--- src/rtl/conv_load_sequencer.sv ---
// rtl/conv_load_sequencer.sv - phase controller sequencing filter/sample loads and convolution start
module conv_load_sequencer #(
    parameter int F_MEM_SIZE       = 4,
    parameter int X_MEM_SIZE       = 8,
    parameter int F_MEM_ADDR_WIDTH = 2,
    parameter int X_MEM_ADDR_WIDTH = 3,
    parameter int FRAME_CNT_WIDTH  = 8
) (
    input  logic                        clk,
    input  logic                        reset,
    input  logic                        s_valid,
    output logic                        s_ready,
    input  logic                        reuse_f,
    input  logic                        conv_done,
    output logic                        wr_en_f,
    output logic [F_MEM_ADDR_WIDTH-1:0] wr_addr_f,
    output logic                        wr_en_x,
    output logic [X_MEM_ADDR_WIDTH-1:0] wr_addr_x,
    output logic                        conv_start,
    output logic                        busy,
    output logic [FRAME_CNT_WIDTH-1:0]  frame_cnt
);

    localparam logic [1:0] LOAD_F = 2'd0;
    localparam logic [1:0] LOAD_X = 2'd1;
    localparam logic [1:0] CONV   = 2'd2;

    localparam logic [F_MEM_ADDR_WIDTH-1:0] F_LAST = F_MEM_ADDR_WIDTH'(F_MEM_SIZE - 1);
    localparam logic [X_MEM_ADDR_WIDTH-1:0] X_LAST = X_MEM_ADDR_WIDTH'(X_MEM_SIZE - 1);

    logic [1:0]                  state;
    logic [F_MEM_ADDR_WIDTH-1:0] f_cnt;
    logic [X_MEM_ADDR_WIDTH-1:0] x_cnt;
    logic                        f_loaded;
    logic                        hs;

    // Everything below is decoded from registered state so memories see
    // write enable and address in the same cycle as the handshake.
    assign s_ready    = (state == LOAD_F) || (state == LOAD_X);
    assign hs         = s_valid && s_ready;
    assign wr_en_f    = hs && (state == LOAD_F);
    assign wr_en_x    = hs && (state == LOAD_X);
    assign wr_addr_f  = f_cnt;
    assign wr_addr_x  = x_cnt;
    assign conv_start = (state == CONV);
    assign busy       = (state == CONV);

    always_ff @(posedge clk) begin
        if (reset) begin
            state     <= LOAD_F;
            f_cnt     <= '0;
            x_cnt     <= '0;
            f_loaded  <= 1'b0;
            frame_cnt <= '0;
        end else begin
            case (state)
                LOAD_F: begin
                    if (hs) begin
                        if (f_cnt == F_LAST) begin
                            f_cnt    <= '0;
                            f_loaded <= 1'b1;
                            state    <= LOAD_X;
                        end else begin
                            f_cnt <= f_cnt + 1'b1;
                        end
                    end
                end
                LOAD_X: begin
                    if (hs) begin
                        if (x_cnt == X_LAST) begin
                            x_cnt <= '0;
                            state <= CONV;
                        end else begin
                            x_cnt <= x_cnt + 1'b1;
                        end
                    end
                end
                CONV: begin
                    if (conv_done) begin
                        frame_cnt <= frame_cnt + 1'b1;
                        state     <= (reuse_f && f_loaded) ? LOAD_X : LOAD_F;
                    end
                end
                default: state <= LOAD_F;
            endcase
        end
    end

endmodule

--- config.mk ---
export PLATFORM = sky130hd
export DESIGN_NAME = conv_load_sequencer
export DESIGN_NICKNAME = d
export VERILOG_FILES = /design/src/rtl/conv_load_sequencer.sv
export SDC_FILE = /design/constraint.sdc
export NUM_CORES = 1
export LEC_CHECK = 0
export ABC_AREA = 1
export BUFFER_PORTS_ARGS = -buffer_cell sky130_fd_sc_hd__buf_4
export CORE_AREA = 3 3 47 49
export CTS_CLUSTER_SIZE = 30
export DETAILED_ROUTE_END_ITERATION = 12
export DIE_AREA = 0 0 50 52
export PLACE_DENSITY_LB_ADDON = 0.12
export SKIP_LAST_GASP = 1
export SYNTH_ARGS = -nofsm -noshare
export SYNTH_HDL_FRONTEND = slang
export SYNTH_SLANG_ARGS = --single-unit
--- constraint.sdc ---
create_clock -name clk -period 1.3 [get_ports clk]
set_input_delay 0.39 -clock clk [delete_from_list [all_inputs] [get_ports clk]]
set_output_delay 0.39 -clock clk [all_outputs]
set_load 0.01 [all_outputs]
Word level (Yosys, flattened, before mapping)
Index checks and enable logic that the tools add are counted.
Widths: inputs -> output; s select.
{ "word_totals": {"rom_bits": 0, "mem_count": 0, "elab_cells": 37, "out_inout_bits": 18, "register_bits": 16, "latchBits": 0, "in_bits": 5, "mem_bits_rw": 0} }
{ "op_classes": {"n_mul": 0, "bitwise": 0, "n_addsub": 3, "shifts": 0, "magnitude_cmp": 0, "muxes": 9, "n_div": 0, "n_eq_ne": 9, "n_reduce_logical": 11} }
{ "ops": {"columns": ["op", "count"], "rows": [
  ["$mux 2", 6],
  ["$add 8x1->8 const B", 1],
  ["$ne 2x2->1 const B", 3],
  ["$pmux 2 s3", 1],
  ["$reduce_and 2->1", 3],
  ["$reduce_and 5->1", 1],
  ["$eq 2x2->1 const B", 2],
  ["$logic_and 1x1->1", 4],
  ["$ne 2x1->1 const B", 2],
  ["$add 3x1->3 const B", 1],
  ["$eq 3x3->1 const B", 1],
  ["$mux 3", 1],
  ["$reduce_and 3->1", 1],
  ["$add 2x1->2 const B", 1],
  ["$eq 2x1->1 const B", 1],
  ["$logic_not 2->1", 1],
  ["$logic_or 1x1->1", 1],
  ["$mux 1", 1]
]} }

Longest topological paths before layout
{ "depth": {"ltp_word": 5, "ltp_mapped": 9, "ltp_nobuf": 9} }

Least setup slack after synthesis
No wires, ideal clock.
{ "synth_path": {"path_kind": "register to register", "start": "reg x_cnt[0] (netlist: wr_addr_x[0])", "end": "reg state[0]", "arrival_ps": 1136, "path_slack_ps": 51, "path_buffers": 0, "synth_period_minus_slack_ps": 1249, "required_time_ps": 1187, "path_stages_with_launch": 10, "setup_ps": 113, "path_cell_list": "dfxtp_1 > ha_1 > ha_1 > inv_1 > nand3_1 > nand2_1 > nor2_2 > nand2_1 > nand2_1 > nor2_1"} }
{ "synth_via": {"elab_chain_cells": 3} }
{ "synth_rtl": {"columns": ["element", "line", "text"], "rows": [
  ["start: declaration", "33", "logic [X_MEM_ADDR_WIDTH-1:0] x_cnt;"],
  ["start signal: assignment", "74", "x_cnt <= x_cnt + 1'b1;"],
  ["$eq 3x3->1", "70", "if (x_cnt == X_LAST) begin"],
  ["$ne 2x1->1 (no source line)", null, null],
  ["$reduce_and 5->1 (no source line)", null, null],
  ["end signal: assignment", "81", "state <= (reuse_f && f_loaded) ? LOAD_X : LOAD_F;"],
  ["end: declaration", "31", "logic [1:0] state;"]
]} }
Every way passes these cells.
A chain may end at the register's enable or synchronous reset.

Worst setup path in the final report
{ "layout_path": {"start": "reg state[0]", "end": "out wr_en_f"} }
{ "layout_via": {"elab_chain_cells": 4, "elab_cells_between_ends": 5, "cone_classes": "eq/ne: 1; reduce/logical: 4"} }
{ "layout_rtl": {"columns": ["element", "line", "text"], "rows": [
  ["$eq 2x1->1 or $logic_not 2->1 (tied branches)", "39, 41", null],
  ["$logic_or 1x1->1", "39", "assign s_ready = (state == LOAD_F) || (state == LOAD_X);"],
  ["$logic_and 1x1->1", "40", "assign hs = s_valid && s_ready;"],
  ["$logic_and 1x1->1 *", "41", "assign wr_en_f = hs && (state == LOAD_F);"],
  ["end: declaration", "15", "output logic wr_en_f,"]
]} }
Mark *: on every way between the ends. The rest lies on a longest branch, timed or not.

==> key figures <==
Timing
  • Min cycle time layout: 1.42 ns
  • Period utilization: 109%
  • Worst-margin pin slew: 0.256 ns
  • Slew margin rel.: around 83%
  • # setup viols final: 5
  • RSZ-0062 raised after global routing: true
  • Setup ws final: -0.119 ns
  • Final hold viol count: 0
  • Max Fclk: 705 MHz
  • Worst hold slack: 0.316 ns
  • Max-slew violation count: 0
  • Clk_skew: 0.00166 ns

Synth
  • Cell Area, Synth: 817 um^2
  • Area fraction of the dominant cell type after synthesis: 39.2%
  • Post-synthesis cell type count: 19
  • Synth area leaders: dfxtp_1 39%, nand2_1 13%, nor2_1 7.8%
  • Warnings from Yosys: 0
  • Syn_area_per_cell: approximately 7.1 um^2
  • Syn Nets: around 120
  • Synth area leader: dfxtp_1
  • Synth Register Bits: 16
  • Register area share after synthesis: 39.2%
  • Mapped Cells: 115

Floorplanning
  • Die area: about 2600 um^2
  • Core ar.: 1900 um^2
  • Row count: 16
  • Die X: 50 um
  • I/O pin count: 23
  • Initial Utilization: 43.0%
  • Die Y-Extent: 52 um

Critical path
  • CP Launch Type: register
  • Kind of critical path: register to primary output
  • Crit end category: primary output
  • Critical path fanouts, max: 5
  • R2r worst-path depth: 9
  • CP Launch Point: state[0]
  • Flop-to-flop setup slack: 0.02 ns
  • Reg2reg start: wr_addr_x[0]
  • Worst Setup EP: wr_en_f
  • Worst Path Required: 0.91 ns
  • Crit path arrival time: slightly above 1 ns
  • Worst flop-to-flop path endpoint: state[0]

Route
  • DR vias/cell: 4.60
  • Pre-antenna DRT Iters: 2
  • Total number of vias: roughly 800
  • Routed WL: 1.83 mm
  • Initial DRC count: 5
  • Average wire per standard cell: 10.4 um
  • Post-route ant nets: 0
  • DRC Markers: 0

Clock network
  • Num CTS Buffers: 3
  • Clock Pin Slew Worst Setup and Hold Paths: 0.09 ns
  • Clock Sinks: 16
  • Clk root buf: clkbuf_4
  • Skew-Pair Late Insertion Delay: slightly below 0.3 ns
  • H-tree Lvls: 1
  • CTS tree: yes
  • # hold bufs at CTS: 0
  • Clock buffer depth: 2

Place
  • DPL Wire Length: 1.28 mm
  • Post-Place Setup Slack: 0.0369 ns
  • Placer congestion estimate: 0.759
  • Input/output buffers: 22

Global route
  • GR Overflow Total: 0
  • Initial antenna violation count: 0
  • Global-route wire length before repair: 3.18 mm
  • Total GRT Usage: 16.2%
  • Largest net degree at the start of global routing: 10
  • Number of global-route vias before repair: between 700 and 800

Layout
  • Commonest non-fill, non-tap cell in the layout: buf_4
  • Area grow syn2layout: 44.4%
  • Antenna diode count: 0
  • Share of cells above drive strength 1: between 30% and 40%
  • Nets: 161
  • Most frequent cells in the layout: 26 x buf_4, 25 x nand2_1, 16 x nor2_1

Power and ir drop
  • Int Power: 755 uW
  • Pwr Density: 908 nW/um^2
  • Leakage: ~0.57 nW
  • Switching share of power: 29.5%
  • Reg power frac: 50.4%
  • Combinational power share: 24.3%
  • Worst VDD drop: between 0.0005 and 0.0006 V
  • Design Power: approximately 1.1 mW
  • Clock share of power: about a quarter
  • Sw power: around 320 uW

Worst hold path
  • Hold Crit Depth: 2
  • Worst hold path type: primary input to register
  • Startpoint of the worst hold path: reset

Run status
  • Failing checks: negative setup slack
  • Status: complete, but fails checks

Flow run
  • Max_cap viols: 0
-- worst min path at each step --
| stage | endpoint | slack (ns) |
|---|---|---|
| final | wr_addr_x[0] | 0.32 |
| after global routing | wr_addr_x[0] | 0.31 |
| after CTS | frame_cnt[1] | 0.32 |
| after detailed placement | f_loaded | 0.46 |
| after global placement | f_loaded | 0.45 |
| after floorplan | f_loaded | 0.44 |
-- worst max-delay path, cell delays in order, from the launching register on --
cell     delay, ns
dfxtp_4       0.39
nor2_4        0.13
nand2_2       0.07
inv_2         0.06
buf_6         0.09
-- stage by stage --
stage | instance area [um^2] | util [%] | cells | setup TNS [ns]
6_report | 1180 | 62.0 | 177 | -0.374
5_1_grt | 1180 | 62.0 | 177 | -0.756
4_1_cts | 1140 | 59.9 | 175 | -0.429
3_5_place_dp | 1040 | 54.7 | 167 | 0
3_3_place_gp | 1040 | 54.7 | 167 | 0
2_1_floorplan | 817 | - | 115 | 0
-- registers in the layout (all words and copies together), names as in the netlist --
register and flops:
f_loaded 1, frame_cnt 8, state 2, wr_addr_x 3, wr_addr_f 2
-- power groups by stage --
stage / logic, mW / registers, mW / clock network (mW)
2_1_floorplan: 0.108 / 0.550 / 0
3_3_place_gp: 0.195 / 0.543 / 0
3_5_place_dp: 0.199 / 0.544 / 0
4_1_cts: 0.241 / 0.537 / 0.281
5_1_grt: 0.292 / 0.545 / 0.296
6_report: 0.261 / 0.540 / 0.271
-- Yosys cell counts --
cell type / n
ha_1: 4
nand4_1: 4
nand2_1: 28
buf_2: 1
xor2_1: 2
o21ai_0: 2
buf_4: 1
nor2_4: 1
nand3_2: 1
nand3_1: 6
a21oi_1: 8
nand3_4: 1
dfxtp_1: 16
inv_1: 13
nor2_1: 17
inv_2: 3
o21a_1: 2
clkinv_1: 1
nor2_2: 4
-- area by class of cell --
type,count,area [um^2]
fillers,188,722
multi-input cells,80,440
clock buffers,3,22.5
flip-flops and latches,16,329
inverters,17,68.8
repair buffers,34,285
well taps,27,33.8
-- kinds of logic (layout without fill, tap and decap cells) --
kind of cell / Yosys count / count (layout) / synth area share [%]
AO/OA/AOI/OAI: 12 / 12 / 7.96
XOR/XNOR: 2 / 2 / 2.14
adder cells (fa/ha/maj): 4 / 4 / 6.13
buffers and inverters: 19 / 54 / 9.34
flip-flops: 16 / 16 / 39.2
AND/OR/NAND/NOR: 62 / 62 / 35.2
-- metal layers --
metal / track usage [%] / vias up / wire (um)
met5: 0 / - / 0
met4: 9.68 / 0 / 42
met3: 3.44 / 5 / 72
met2: 26.5 / 18 / 888
met1: 19.4 / 358 / 829
li1: - / 433 / -
-- repair_timing --
item | in CTS | in global routing
setup endpoints to repair | 5 | 9
buffers inserted | 5 | 3
gates cloned | 0 | 0
pin swaps | 3 | 8
gates resized for setup | 15 | 8
No activity file was read; power rests on OpenSTA's default activity.
